<file path="src/rtl/gelato_fetch_scheduler.sv">
// gelato_fetch_scheduler: per-warp PC / split-table store with round-robin issue
// of one pc_info_t per cycle towards the instruction fetch unit.
// Ports:
//   clk, rst_n           clock, asynchronous active-low reset
//   rdy                  global enable; all state holds while low
//   launch_*             dispatcher starts a warp at launch_pc
//   upd_*                later-stage resume (new pc/split) or retire (upd_exit)
//   dout_valid/ready     valid/ready handshake to fetch, payload dout
//   warp_active          per-warp active mask
//   all_idle             no warp active and nothing held in dout
package gelato_fetch_scheduler_pkg;
  localparam int unsigned PC_W    = 32;
  localparam int unsigned WARP_W  = 2;
  localparam int unsigned SPLIT_W = 2;

  typedef struct packed {
    logic [PC_W-1:0]    pc;
    logic [WARP_W-1:0]  warp_num;
    logic [SPLIT_W-1:0] split_table_num;
  } pc_info_t;
endpackage

module gelato_fetch_scheduler
  import gelato_fetch_scheduler_pkg::*;
#(
  parameter int NUM_WARPS       = 4,
  parameter int WARP_NUM_WIDTH  = $clog2(NUM_WARPS),
  parameter int SPLIT_NUM_WIDTH = 2,
  parameter int PC_WIDTH        = 32
) (
  input  logic                       clk,
  input  logic                       rst_n,
  input  logic                       rdy,
  input  logic                       launch_valid,
  input  logic [WARP_NUM_WIDTH-1:0]  launch_warp,
  input  logic [PC_WIDTH-1:0]        launch_pc,
  input  logic                       upd_valid,
  input  logic [WARP_NUM_WIDTH-1:0]  upd_warp,
  input  logic [PC_WIDTH-1:0]        upd_pc,
  input  logic [SPLIT_NUM_WIDTH-1:0] upd_split_table_num,
  input  logic                       upd_exit,
  output logic                       dout_valid,
  input  logic                       dout_ready,
  output pc_info_t                   dout,
  output logic [NUM_WARPS-1:0]       warp_active,
  output logic                       all_idle
);

  logic [NUM_WARPS-1:0]       active_q, active_d;
  logic [NUM_WARPS-1:0]       pending_q, pending_d;
  logic [PC_WIDTH-1:0]        pc_q [NUM_WARPS];
  logic [PC_WIDTH-1:0]        pc_d [NUM_WARPS];
  logic [SPLIT_NUM_WIDTH-1:0] split_q [NUM_WARPS];
  logic [SPLIT_NUM_WIDTH-1:0] split_d [NUM_WARPS];
  logic [WARP_NUM_WIDTH-1:0]  rr_ptr_q, rr_ptr_d;
  logic                       dout_valid_q, dout_valid_d;
  pc_info_t                   dout_q, dout_d;
  logic                       all_idle_q, all_idle_d;

  logic [NUM_WARPS-1:0]       eligible;
  logic                       win_found;
  logic [WARP_NUM_WIDTH-1:0]  win_idx;
  logic [WARP_NUM_WIDTH-1:0]  cand;
  logic                       load;
  logic                       launch_ok;
  logic                       upd_ok;

  assign eligible = active_q & ~pending_q;

  // Round-robin scan starting one past the last winner.
  always_comb begin
    win_found = 1'b0;
    win_idx   = '0;
    cand      = '0;
    for (int i = 1; i <= NUM_WARPS; i++) begin
      cand = rr_ptr_q + WARP_NUM_WIDTH'(i);
      if (!win_found && eligible[cand]) begin
        win_found = 1'b1;
        win_idx   = cand;
      end
    end
  end

  assign load      = (~dout_valid_q | dout_ready) & win_found;
  // A same-cycle update to the launched warp takes priority over the launch.
  assign launch_ok = launch_valid & ~active_q[launch_warp]
                   & ~(upd_valid & (upd_warp == launch_warp));
  assign upd_ok    = upd_valid & active_q[upd_warp] & pending_q[upd_warp];

  // Next-state for warp table, output register and arbiter pointer.
  always_comb begin
    active_d     = active_q;
    pending_d    = pending_q;
    pc_d         = pc_q;
    split_d      = split_q;
    rr_ptr_d     = rr_ptr_q;
    dout_valid_d = dout_valid_q;
    dout_d       = dout_q;

    if (load) begin
      dout_d.pc              = PC_W'(pc_q[win_idx]);
      dout_d.warp_num        = WARP_W'(win_idx);
      dout_d.split_table_num = SPLIT_W'(split_q[win_idx]);
      dout_valid_d           = 1'b1;
      pending_d[win_idx]     = 1'b1;
      rr_ptr_d               = win_idx;
    end else if (dout_valid_q && dout_ready) begin
      dout_valid_d = 1'b0;
    end

    if (launch_ok) begin
      active_d[launch_warp]  = 1'b1;
      pending_d[launch_warp] = 1'b0;
      pc_d[launch_warp]      = launch_pc;
      split_d[launch_warp]   = '0;
    end

    if (upd_ok) begin
      pending_d[upd_warp] = 1'b0;
      if (upd_exit) begin
        active_d[upd_warp] = 1'b0;
      end else begin
        pc_d[upd_warp]    = upd_pc;
        split_d[upd_warp] = upd_split_table_num;
      end
    end

    all_idle_d = ~|active_d & ~dout_valid_d;
  end

  always_ff @(posedge clk or negedge rst_n) begin
    if (!rst_n) begin
      active_q     <= '0;
      pending_q    <= '0;
      for (int w = 0; w < NUM_WARPS; w++) begin
        pc_q[w]    <= '0;
        split_q[w] <= '0;
      end
      rr_ptr_q     <= WARP_NUM_WIDTH'(NUM_WARPS - 1);
      dout_valid_q <= 1'b0;
      dout_q       <= '0;
      all_idle_q   <= 1'b1;
    end else if (rdy) begin
      active_q     <= active_d;
      pending_q    <= pending_d;
      pc_q         <= pc_d;
      split_q      <= split_d;
      rr_ptr_q     <= rr_ptr_d;
      dout_valid_q <= dout_valid_d;
      dout_q       <= dout_d;
      all_idle_q   <= all_idle_d;
    end
  end

  assign dout_valid  = dout_valid_q;
  assign dout        = dout_q;
  assign warp_active = active_q;
  assign all_idle    = all_idle_q;

endmodule

</file>
<file path="config.mk">
export PLATFORM = sky130hd
export DESIGN_NAME = gelato_fetch_scheduler
export DESIGN_NICKNAME = d
export VERILOG_FILES = /design/src/rtl/gelato_fetch_scheduler.sv
export SDC_FILE = /design/constraint.sdc
export NUM_CORES = 1
export LEC_CHECK = 0
export ABC_AREA = 1
export CAP_MARGIN = 20
export CORE_AREA = 2 2 184 186
export DETAILED_ROUTE_END_ITERATION = 8
export DIE_AREA = 0 0 186 188
export SETUP_SLACK_MARGIN = 0.5
export SLEW_MARGIN = 10
export SYNTH_ARGS = -nofsm -noshare
export SYNTH_HDL_FRONTEND = slang
export SYNTH_SLANG_ARGS = --single-unit
</file>
<file path="constraint.sdc">
create_clock -name clk -period 2.18 [get_ports clk]
set_clock_uncertainty 0.05 [all_clocks]
set_input_delay 0.436 -clock clk [delete_from_list [all_inputs] [get_ports clk]]
set_output_delay 0.436 -clock clk [all_outputs]
set_load 0.005 [all_outputs]
</file>
* Word level (Yosys, flattened, before mapping)
Index checks and enable logic that the tools add are counted.
** Operators by class
- $add $sub $neg :: 3
- Order comparisons :: 15
- Equality and inequality tests :: 1
- Multiplexer cells :: 59
- Bitwise gates (word level) :: 26
- Reductions and logical operators :: 15
** Operators by type and width (number)
- $mux 128 :: 3
- $bwmux 128 :: 2
- $demux 32 s2 :: 2
- $mux 32 :: 4
- $bmux 32 s2 :: 1
- $mux 4 :: 6
- $mux 8 :: 3
- $lt 2x3->1 const B :: 7
- $and 4x4->4 :: 4
- $mux 1 :: 16
- $mux 2 :: 8
- $bmux 1 s2 :: 7
- $not 4->4 :: 3
- $ge 3x3->1 const B :: 3
- $logic_and 1x1->1 :: 9
- $not 2->3 :: 3
- $and 8x8->8 :: 1
- $bwmux 8 :: 1
- $demux 2 s2 :: 2
- $not 8->8 :: 1
- $or 4x4->4 :: 2
- $and 1x1->1 :: 7
- $demux 1 s2 :: 3
- $ge 2x1->1 const B :: 3
- other kinds (10) :: 18
** Word-level totals
- Register bits :: 184
- Input port bits :: 77
- Logic and storage cells :: 135

* Logic depth before layout (Yosys ltp)
Gate-level depths: netlist of the first run.
- Word-level depth :: 24
- Depth in mapped cells :: 17
- Mapped depth without buffers :: 15

* Least setup slack after synthesis of the first run
OpenSTA, ideal clock, no wires.
- Path type :: register to register
- From :: reg rr_ptr_q[0]
- To :: reg dout_q, in the netlist dout[20]
- Library setup time :: 0.117 ns
- Data arrival time :: 1.923 ns
- Setup slack :: 0.090 ns
- Stages on the path, launching flop included :: 17
- Period minus slack after synthesis :: 2.090 ns
- Path through :: dfstp_2 buf_4 inv_4 nand3_1 nand3_2 nand2_2 nand2_1 nor2_4 nand3_4 buf_2 buf_6 nand3_1 nand2_1 nand2_1 nand2_1 nand2_1 nand2_1
** Between the ends
- Longest elaborated chain between the ends :: 17
- Elaborated cells between the ends (all ways) :: 31
** RTL lines
- start, declared :: RTL line 55 : logic [WARP_NUM_WIDTH-1:0] rr_ptr_q, rr_ptr_d;
- start signal, assigned :: RTL line 139 : rr_ptr_q <= WARP_NUM_WIDTH'(NUM_WARPS - 1);
- start signal, assigned :: RTL line 148 : rr_ptr_q <= rr_ptr_d;
- $add 2x1->2 :: RTL line 76 : cand = rr_ptr_q + WARP_NUM_WIDTH'(i);
- $bmux 1 s2 :: RTL line 77 : if (!win_found && eligible[cand]) begin
- $mux 1 (implied by the code) :: RTL line 77
- $mux 1 :: RTL line 77
- $logic_not 1->1 :: RTL line 77
- $logic_and 1x1->1 :: RTL line 77
- $mux 1 :: RTL line 77
- $logic_not 1->1 :: RTL line 77
- $logic_and 1x1->1 :: RTL line 77
- $mux 1 :: RTL line 77
- $logic_not 1->1 :: RTL line 77
- $logic_and 1x1->1 :: RTL line 77
- $mux 2 :: RTL line 77
- $not 2->3 (implied by the code) :: RTL line 101 : dout_d.pc = PC_W'(pc_q[win_idx]);
- $bmux 32 s2 :: RTL line 101
- $mux 32 (implied by the code) (2 in series) :: RTL line 101
- end signal, assigned :: RTL line 150 : dout_q <= dout_d;
- end, declared :: RTL line 57 : pc_info_t dout_q, dout_d;
Parallel ways exist; a longest one is shown, timed or not. The select of a mux whose other input is x is not followed.
A chain may end at the register's enable or synchronous reset.

* Worst setup path after layout of the first run
- From :: reg rr_ptr_q[0]
- To :: reg dout_q, in the netlist dout[29]
The elaborated chain is that of the path after synthesis.

==> flow_summary.yaml, run 1 <==
logic_synthesis:
  async_flop_share_pct: 100
  synth-main-ff-cell: "dfrtp_1"
  yosys_warnings: 0
  synth_cell_types: 32
  synth.net_count: 1827
  syn_area_sq_mm: 0.0114
  syn_inst: 1750
  syn_area_per_cell_sq_um: 6.51
  synth_edf_count: 0
  ys_seq_elements: 184
  ys_seq_area_share_pct: 40.4
flow_run:
  drv_cap: 0
timing:
  post-route-period-util_pct: 112
  worst_slack_ns: -0.270
  rsz0062_at_grt: "true"
  clock.fmax_ghz: 0.408
  setup_viol: 42
  hold_ws_ns: 0.310
  hold_viol: 0
  drv_slew: 0
  max_slew_margin_pct: 66.7
  tns_ns: -8.72
  fin_crit_ns: 2.45
  tightestPinTransition_ns: 0.499
cells_and_area:
  diodes: 0
  final_nets: 2038
  area_growth_pct: 53.3
  fill_cells: 2982
  fin_cells: 2422
  drive_gt1_share_pct: 25.6
clocking:
  clkTransAtPathRegs_ns: 0.08
  cts.path.max_buffers: 2
  cts.sinks: 184
  clock_latency_ns: 0.46
  cts_tree: "done"
  cts_buffers: 17
  h-tree-depth: 4
  cts_root_buf: "clkbuf_16"
worst_hold_path:
  hp-start: "rdy"
  whs_endpoint: "all_idle$_DFFE_PN1P_"
  hold_path_class: "primary input to flip-flop"
  whs_path_depth: 4
grt:
  grt_first_pass_wirelength_mm: 68.5
  first_global_vias: 12000
  grt_use_total_pct: 25.2
  grt_overflow: 0
  antenna_found_initial: 0
  grt_max_degree: 105
placement:
  gp_congestion: 0.860
  dpl.hpwl_mm: 25.6
  dp_cells: 2305
  numPortBuffers: 118
run_status:
  status: "finished, violations left"
  violations: "negative setup slack"
route:
  first_pass_iters: 5
  antenna_left: 0
  drtIter0Drc: 1236
  routed_via_density: 5.44
  finalWirelength_mm: 47.4
  wl_per_cell_microns: 19.6
  vias: 13200
  drc: 0
floorplanning:
  coreArea_sq_mm: 0.0331
  rows: 67
  die_area_sq_mm: 0.0350
  die_w_microns: 186
  ios: 119
  fp.dieH_microns: 188
  start_util_pct: 34.4
critical_path:
  crit_fanout: 10
  slowest_delay_ns: 0.61
  end_kind: "flip-flop"
  start_kind: "flip-flop"
  critical_path_class: "flip-flop to flip-flop"
  slowest_stage: "dfstp_2"
  cp_data_arrival_time_ns: 2.80
  cp_cell_sequence: "clkinv_4 > nand3_2 > nand2_2 > nand2_2 > nand2_4 > buf_4 > nor2_4 > nand3_4 > nand2_4 > bufbuf_16 > nand2_1 > nand2_1 > nand2_1 > nand2_1 > nand2_1 > nand2_1"
  r2r_slack_ns: -0.27
  crit_top_cell: "nand2_1"
  path_buf_inv: 3
  reg2regPathDepth: 16
  cp_top_family: "simple AND/OR/NAND/NOR gates"
  cp.required_ns: 2.53
  r2r-start: "rr_ptr_q[0]$_DFFE_PN1P_"
  r2r_end: "dout[29]$_DFFE_PN0P_"
power:
  peakVddDrop_mv: 0.900
  p_leak_nw: 8.31
  power_density_mw_per_mm2: 1150
## cell usage after synthesis (6+ instances only)
library cell,n,area [sq um]
o211ai_1,33,248
o21ai_0,249,1250
nor2_1,104,390
a21oi_1,47,235
buf_4,9,67.6
o21ai_1,54,270
inv_1,90,338
nand2_1,745,2800
dfrtp_1,181,4530
nand4_1,6,37.5
buf_2,40,200
nand3_1,93,465
clkbuf_1,66,248
## placed cells by master, fill, tap and decap left out, types with 3 or more instances in the layout
cell / n
inv_6: 3
nor2_4: 4
buf_16: 19
nand2_1: 598
nand4_1: 6
buf_8: 5
buf_6: 34
a21oi_2: 11
nand3_1: 77
dfrtp_1: 178
o21ai_0: 102
o211ai_1: 33
nor2_1: 101
buf_12: 50
inv_4: 6
clkdlybuf4s50_1: 108
dfstp_2: 3
nand2_2: 74
dlygate4sd2_1: 5
dfrtp_2: 3
buf_4: 70
o21ai_1: 139
nand3_2: 13
nand3_4: 9
a21oi_1: 36
o21ai_2: 60
inv_2: 8
inv_1: 79
bufinv_16: 6
nand2_4: 76
clkbuf_16: 34
clkinv_4: 3
## worst min-delay path, stage by stage
cell	delay (ns)
buf_4	0.12
inv_6	0.11
nand2_1	0.09
nand2_1	0.05
## metrics by stage
stage	setup slack, ns	util, %	power, mW	instance area (sq um)
final	-0.270	52.8	20.2	17500
after global routing	-0.382	52.8	21.2	17500
after CTS	-0.132	48.2	18.9	16000
after detailed placement	-0.405	42.4	13.1	14000
after global placement	-0.343	42.4	13.0	14000
after floorplan	0.187	-	9.94	11700
## cells by family (layout without fill, tap and decap cells)
group / after synthesis / after routing / synth area share [%]
flops: 184 / 184 / 40.4
xor+xnor: 1 / 1 / 0.0769
buf+inv: 215 / 439 / 8.04
compound gates: 389 / 389 / 18.0
simple gates: 961 / 961 / 33.5
## report_power, final
part / internal [mW] / switching (mW) / leakage [nW]
clock network: 2.17 / 1.53 / 0.327
logic: 5.09 / 6.12 / 5.58
registers: 4.33 / 0.925 / 2.40
total: 11.6 / 8.57 / 8.31
## worst max path at each step
stage	start	endpoint	slack, ns	cells after the start
6_report	rr_ptr_q[0]$_DFFE_PN1P_	dout[29]$_DFFE_PN0P_	-0.27	16
5_1_grt	rr_ptr_q[0]$_DFFE_PN1P_	dout[29]$_DFFE_PN0P_	-0.38	16
4_1_cts	rr_ptr_q[0]$_DFFE_PN1P_	dout[4]$_DFFE_PN0P_	-0.13	16
3_5_place_dp	launch_warp[1]	pc_q[41]$_DFFE_PN0P_	-0.40	11
3_3_place_gp	rr_ptr_q[0]$_DFFE_PN1P_	dout[4]$_DFFE_PN0P_	-0.34	13
2_1_floorplan	rr_ptr_q[0]$_DFFE_PN1P_	dout[20]$_DFFE_PN0P_	0.19	16
## registers in the layout (all words and copies together), names as in the netlist
signal,flops
split_q,8
dout_valid,1
rr_ptr_q,2
pending_q,4
warp_active,4
dout,36
pc_q,128
all_idle,1
## per-layer routing
layer / share of wire (%) / vias up / global-route usage, %
li1: - / 6082 / -
met1: 41 / 6324 / 34.2
met2: 48 / 658 / 40.4
met3: 7.2 / 123 / 4.04
met4: 4.2 / 0 / 9.33
met5: 0 / - / 0
## cell type report
class                      instances  area [sq um]  area share [%]
timing repair buffer             311          4110            23.5
tap                              448           561            3.21
multi-input combinational       1351          7100            40.6
inverter                          96           412            2.36
clock inverter                    14           244            1.40
sequential                       184          4610            26.4
clock buffer                      18           429            2.46
## repair_timing
item,4_1_cts,5_1_grt
endpoints found under the hold margin,42,0
setup endpoints to repair,226,226
gates cloned,19,19
pin swaps,81,166
setup buffers,33,13
gates resized for setup,191,283
hold buffers,1,0
Power figures use the tool's default switching activity.
==> inputs of run 2 (changes only) <==
- SETUP_SLACK_MARGIN: 0.5 -> 0.3
==> flow_summary.yaml, run 2 (synthesized netlist as in run 1, its figures left out) <==
timing:
  setup_viol: 42
  tightestPinTransition_ns: 0.624
  max_slew_margin_pct: 58.4
  rsz0062_at_grt: "true"
  tns_ns: -8.64
  clock.fmax_ghz: 0.414
  worst_slack_ns: -0.234
  hold_viol: 0
  drv_slew: 0
  post-route-period-util_pct: 111
  fin_crit_ns: 2.41
cells_and_area:
  top_register: "pc_q"
  largest_reg_flops: 128
  fin_area_sq_mm: 0.0162
  diodes: 0
  fin_cells: 2394
  fill_cells: 3180
  final_nets: 2010
  drive_gt1_share_pct: 18.8
  final_common_cell: "nand2_1"
  area_growth_pct: 42.1
  mostFrequentLayoutCells: "nand2_1, dfrtp_1, o21ai_0, clkdlybuf4s50_1, o21ai_1"
route:
  routed_via_density: 5.40
  drc: 0
  first_pass_iters: 6
  vias: 12900
  met2_length_mm: 21.5
  wirelength_met1_mm: 19.2
  antenna_left: 0
  met3_length_mm: 4.06
  highest_layer: "met4"
  drtIter0Drc: 1555
  finalWirelength_mm: 46.1
  wl_per_cell_microns: 19.3
power:
  peakVddDrop_mv: 0.874
  power.switching_mw: 8.36
  power.internal_mw: 10.5
  power_frac_seq_pct: 27.1
  clockPowerShare_pct: 16.6
  power_density_mw_per_mm2: 1160
  p_leak_nw: 7.81
  p_comb_share_pct: 56.3
  sw_frac_of_total_pct: 44.3
critical_path:
  crit_top_cell: "buf_6"
  cp_data_arrival_time_ns: 2.71
  slowest_delay_ns: 0.61
  crit_fanout: 16
  end_kind: "flip-flop"
  r2r-start: "rr_ptr_q[0]$_DFFE_PN1P_"
  worst-path-stages: 14
  critical_path_class: "flip-flop to flip-flop"
  r2r_slack_ns: -0.23
  reg2regPathDepth: 14
  cp_cell_sequence: "buf_6 > buf_6 > nand3_4 > nand3_2 > nand2_4 > nand2_4 > buf_6 > o31ai_2 > buf_4 > nor2_4 > clkinv_4 > buf_12 > nand2_1 > nand2_1"
  crit_start: "rr_ptr_q[0]$_DFFE_PN1P_"
  cp.required_ns: 2.47
  start_kind: "flip-flop"
  crit_path_end: "dout[13]$_DFFE_PN0P_"
  r2r_end: "dout[13]$_DFFE_PN0P_"
  cp_top_family: "buffers and inverters"
  path_buf_inv: 6
  slowest_stage: "dfstp_2"
placement:
  numPortBuffers: 118
  dpl.hpwl_mm: 25.3
  dp_cells: 2295
  gp_congestion: 0.860
  placed_area_sq_mm: 0.0137
clocking:
  cts_root_buf: "clkbuf_16"
  clock_latency_ns: 0.46
  clkTransAtPathRegs_ns: 0.08
  cts_tree: "done"
  cts.path.max_buffers: 2
  cts_buffers: 17
  cts.sinks: 184
  h-tree-depth: 4
grt:
  grt_max_degree: 98
  grt_first_pass_wirelength_mm: 63.9
  first_global_vias: 11900
  grt_use_total_pct: 23.2
  antenna_found_initial: 0
  grt_overflow: 0
floorplanning:
  ios: 119
  die_w_microns: 186
  fp.dieH_microns: 188
  rows: 67
  die_area_sq_mm: 0.0350
  start_util_pct: 34.4
  coreArea_sq_mm: 0.0331
run_status:
  status: "finished, violations left"
  violations: "negative setup slack"
worst_hold_path:
  hold_path_class: "primary input to flip-flop"
  whs_path_depth: 5
flow_run:
  drv_cap: 0
## run 2: cell count changes in the layout (fill, tap and decap cells not counted), sizes merged
cell / before / now
dlygate4sd2: 5 / 4
buf: 178 / 142
clkinvlp: 1 / 2
bufinv: 6 / 0
clkinv: 6 / 9
bufbuf: 1 / 0
inv: 97 / 99
clkdlybuf4s50: 108 / 109
clkbuf: 36 / 42
dlymetal6s2s: 0 / 3
## run 2: area by class of cell
cell class              count  area, sq um  share of cell area [%]
inverters                  96          390                    2.41
clock buffers              18          429                    2.65
multi-input cells        1351         6610                    40.8
clock inverters            14          135                   0.834
well taps                 448          561                    3.46
flip-flops and latches    184         4610                    28.5
repair buffers            283         3470                    21.4
## run 2: power groups by stage
stage | Sequential, mW | Clock, mW | Combinational, mW
after floorplan | 4.92 | 0 | 4.91
after global placement | 5.04 | 0 | 8.05
after detailed placement | 5.06 | 0 | 8.15
after CTS | 5.01 | 3.13 | 8.69
after global routing | 5.21 | 3.28 | 11.5
final | 5.11 | 3.12 | 10.6
## run 2: through the flow
| step | util (%) | hold slack [ns] | setup WS (ns) | power [mW] |
|---|---|---|---|---|
| finish | 48.9 | 0.370 | -0.234 | 18.9 |
| detailed placement | 41.4 | 0.415 | -0.388 | 13.2 |
| global placement | 41.4 | 0.405 | -0.333 | 13.1 |
| global route | 48.9 | 0.385 | -0.309 | 20.0 |
| floorplan | - | 0.0904 | 0.186 | 9.82 |
| CTS | 43.6 | 0.376 | -0.130 | 16.8 |
## run 2: worst min-delay path by stage
stage | slack, ns | from | endpoint
6_report | 0.37 | rdy | dout[35]$_DFFE_PN0P_
5_1_grt | 0.38 | rdy | dout[35]$_DFFE_PN0P_
3_5_place_dp | 0.42 | dout[30]$_DFFE_PN0P_ | dout[30]$_DFFE_PN0P_
4_1_cts | 0.38 | rdy | dout[35]$_DFFE_PN0P_
3_3_place_gp | 0.41 | dout[3]$_DFFE_PN0P_ | dout[3]$_DFFE_PN0P_
2_1_floorplan | 0.09 | rst_n | dout[0]$_DFFE_PN0P_
## run 2: layer usage
| metal | global-route usage (%) | up-vias |
|---|---|---|
| met5 | 0 | - |
| met4 | 7.39 | 0 |
| met3 | 4.33 | 84 |
| met2 | 37.5 | 632 |
| met1 | 31.2 | 6180 |
| li1 | - | 6023 |
## run 2: timing repair
| action | in CTS | in global routing |
|---|---|---|
| hold buffers | 1 | 0 |
| endpoints found under the setup margin | 188 | 187 |
| pin swaps | 7 | 100 |
| endpoints found under the hold margin | 54 | 0 |
| cloned | 1 | 33 |
| gates resized for setup | 29 | 313 |
| buffers inserted | 5 | 27 |
## run 2: tightest hold or removal path: stages
cell	delay, ns
buf_4	0.14
inv_6	0.08
nor2_4	0.07
nand2_1	0.07
nand2_1	0.05
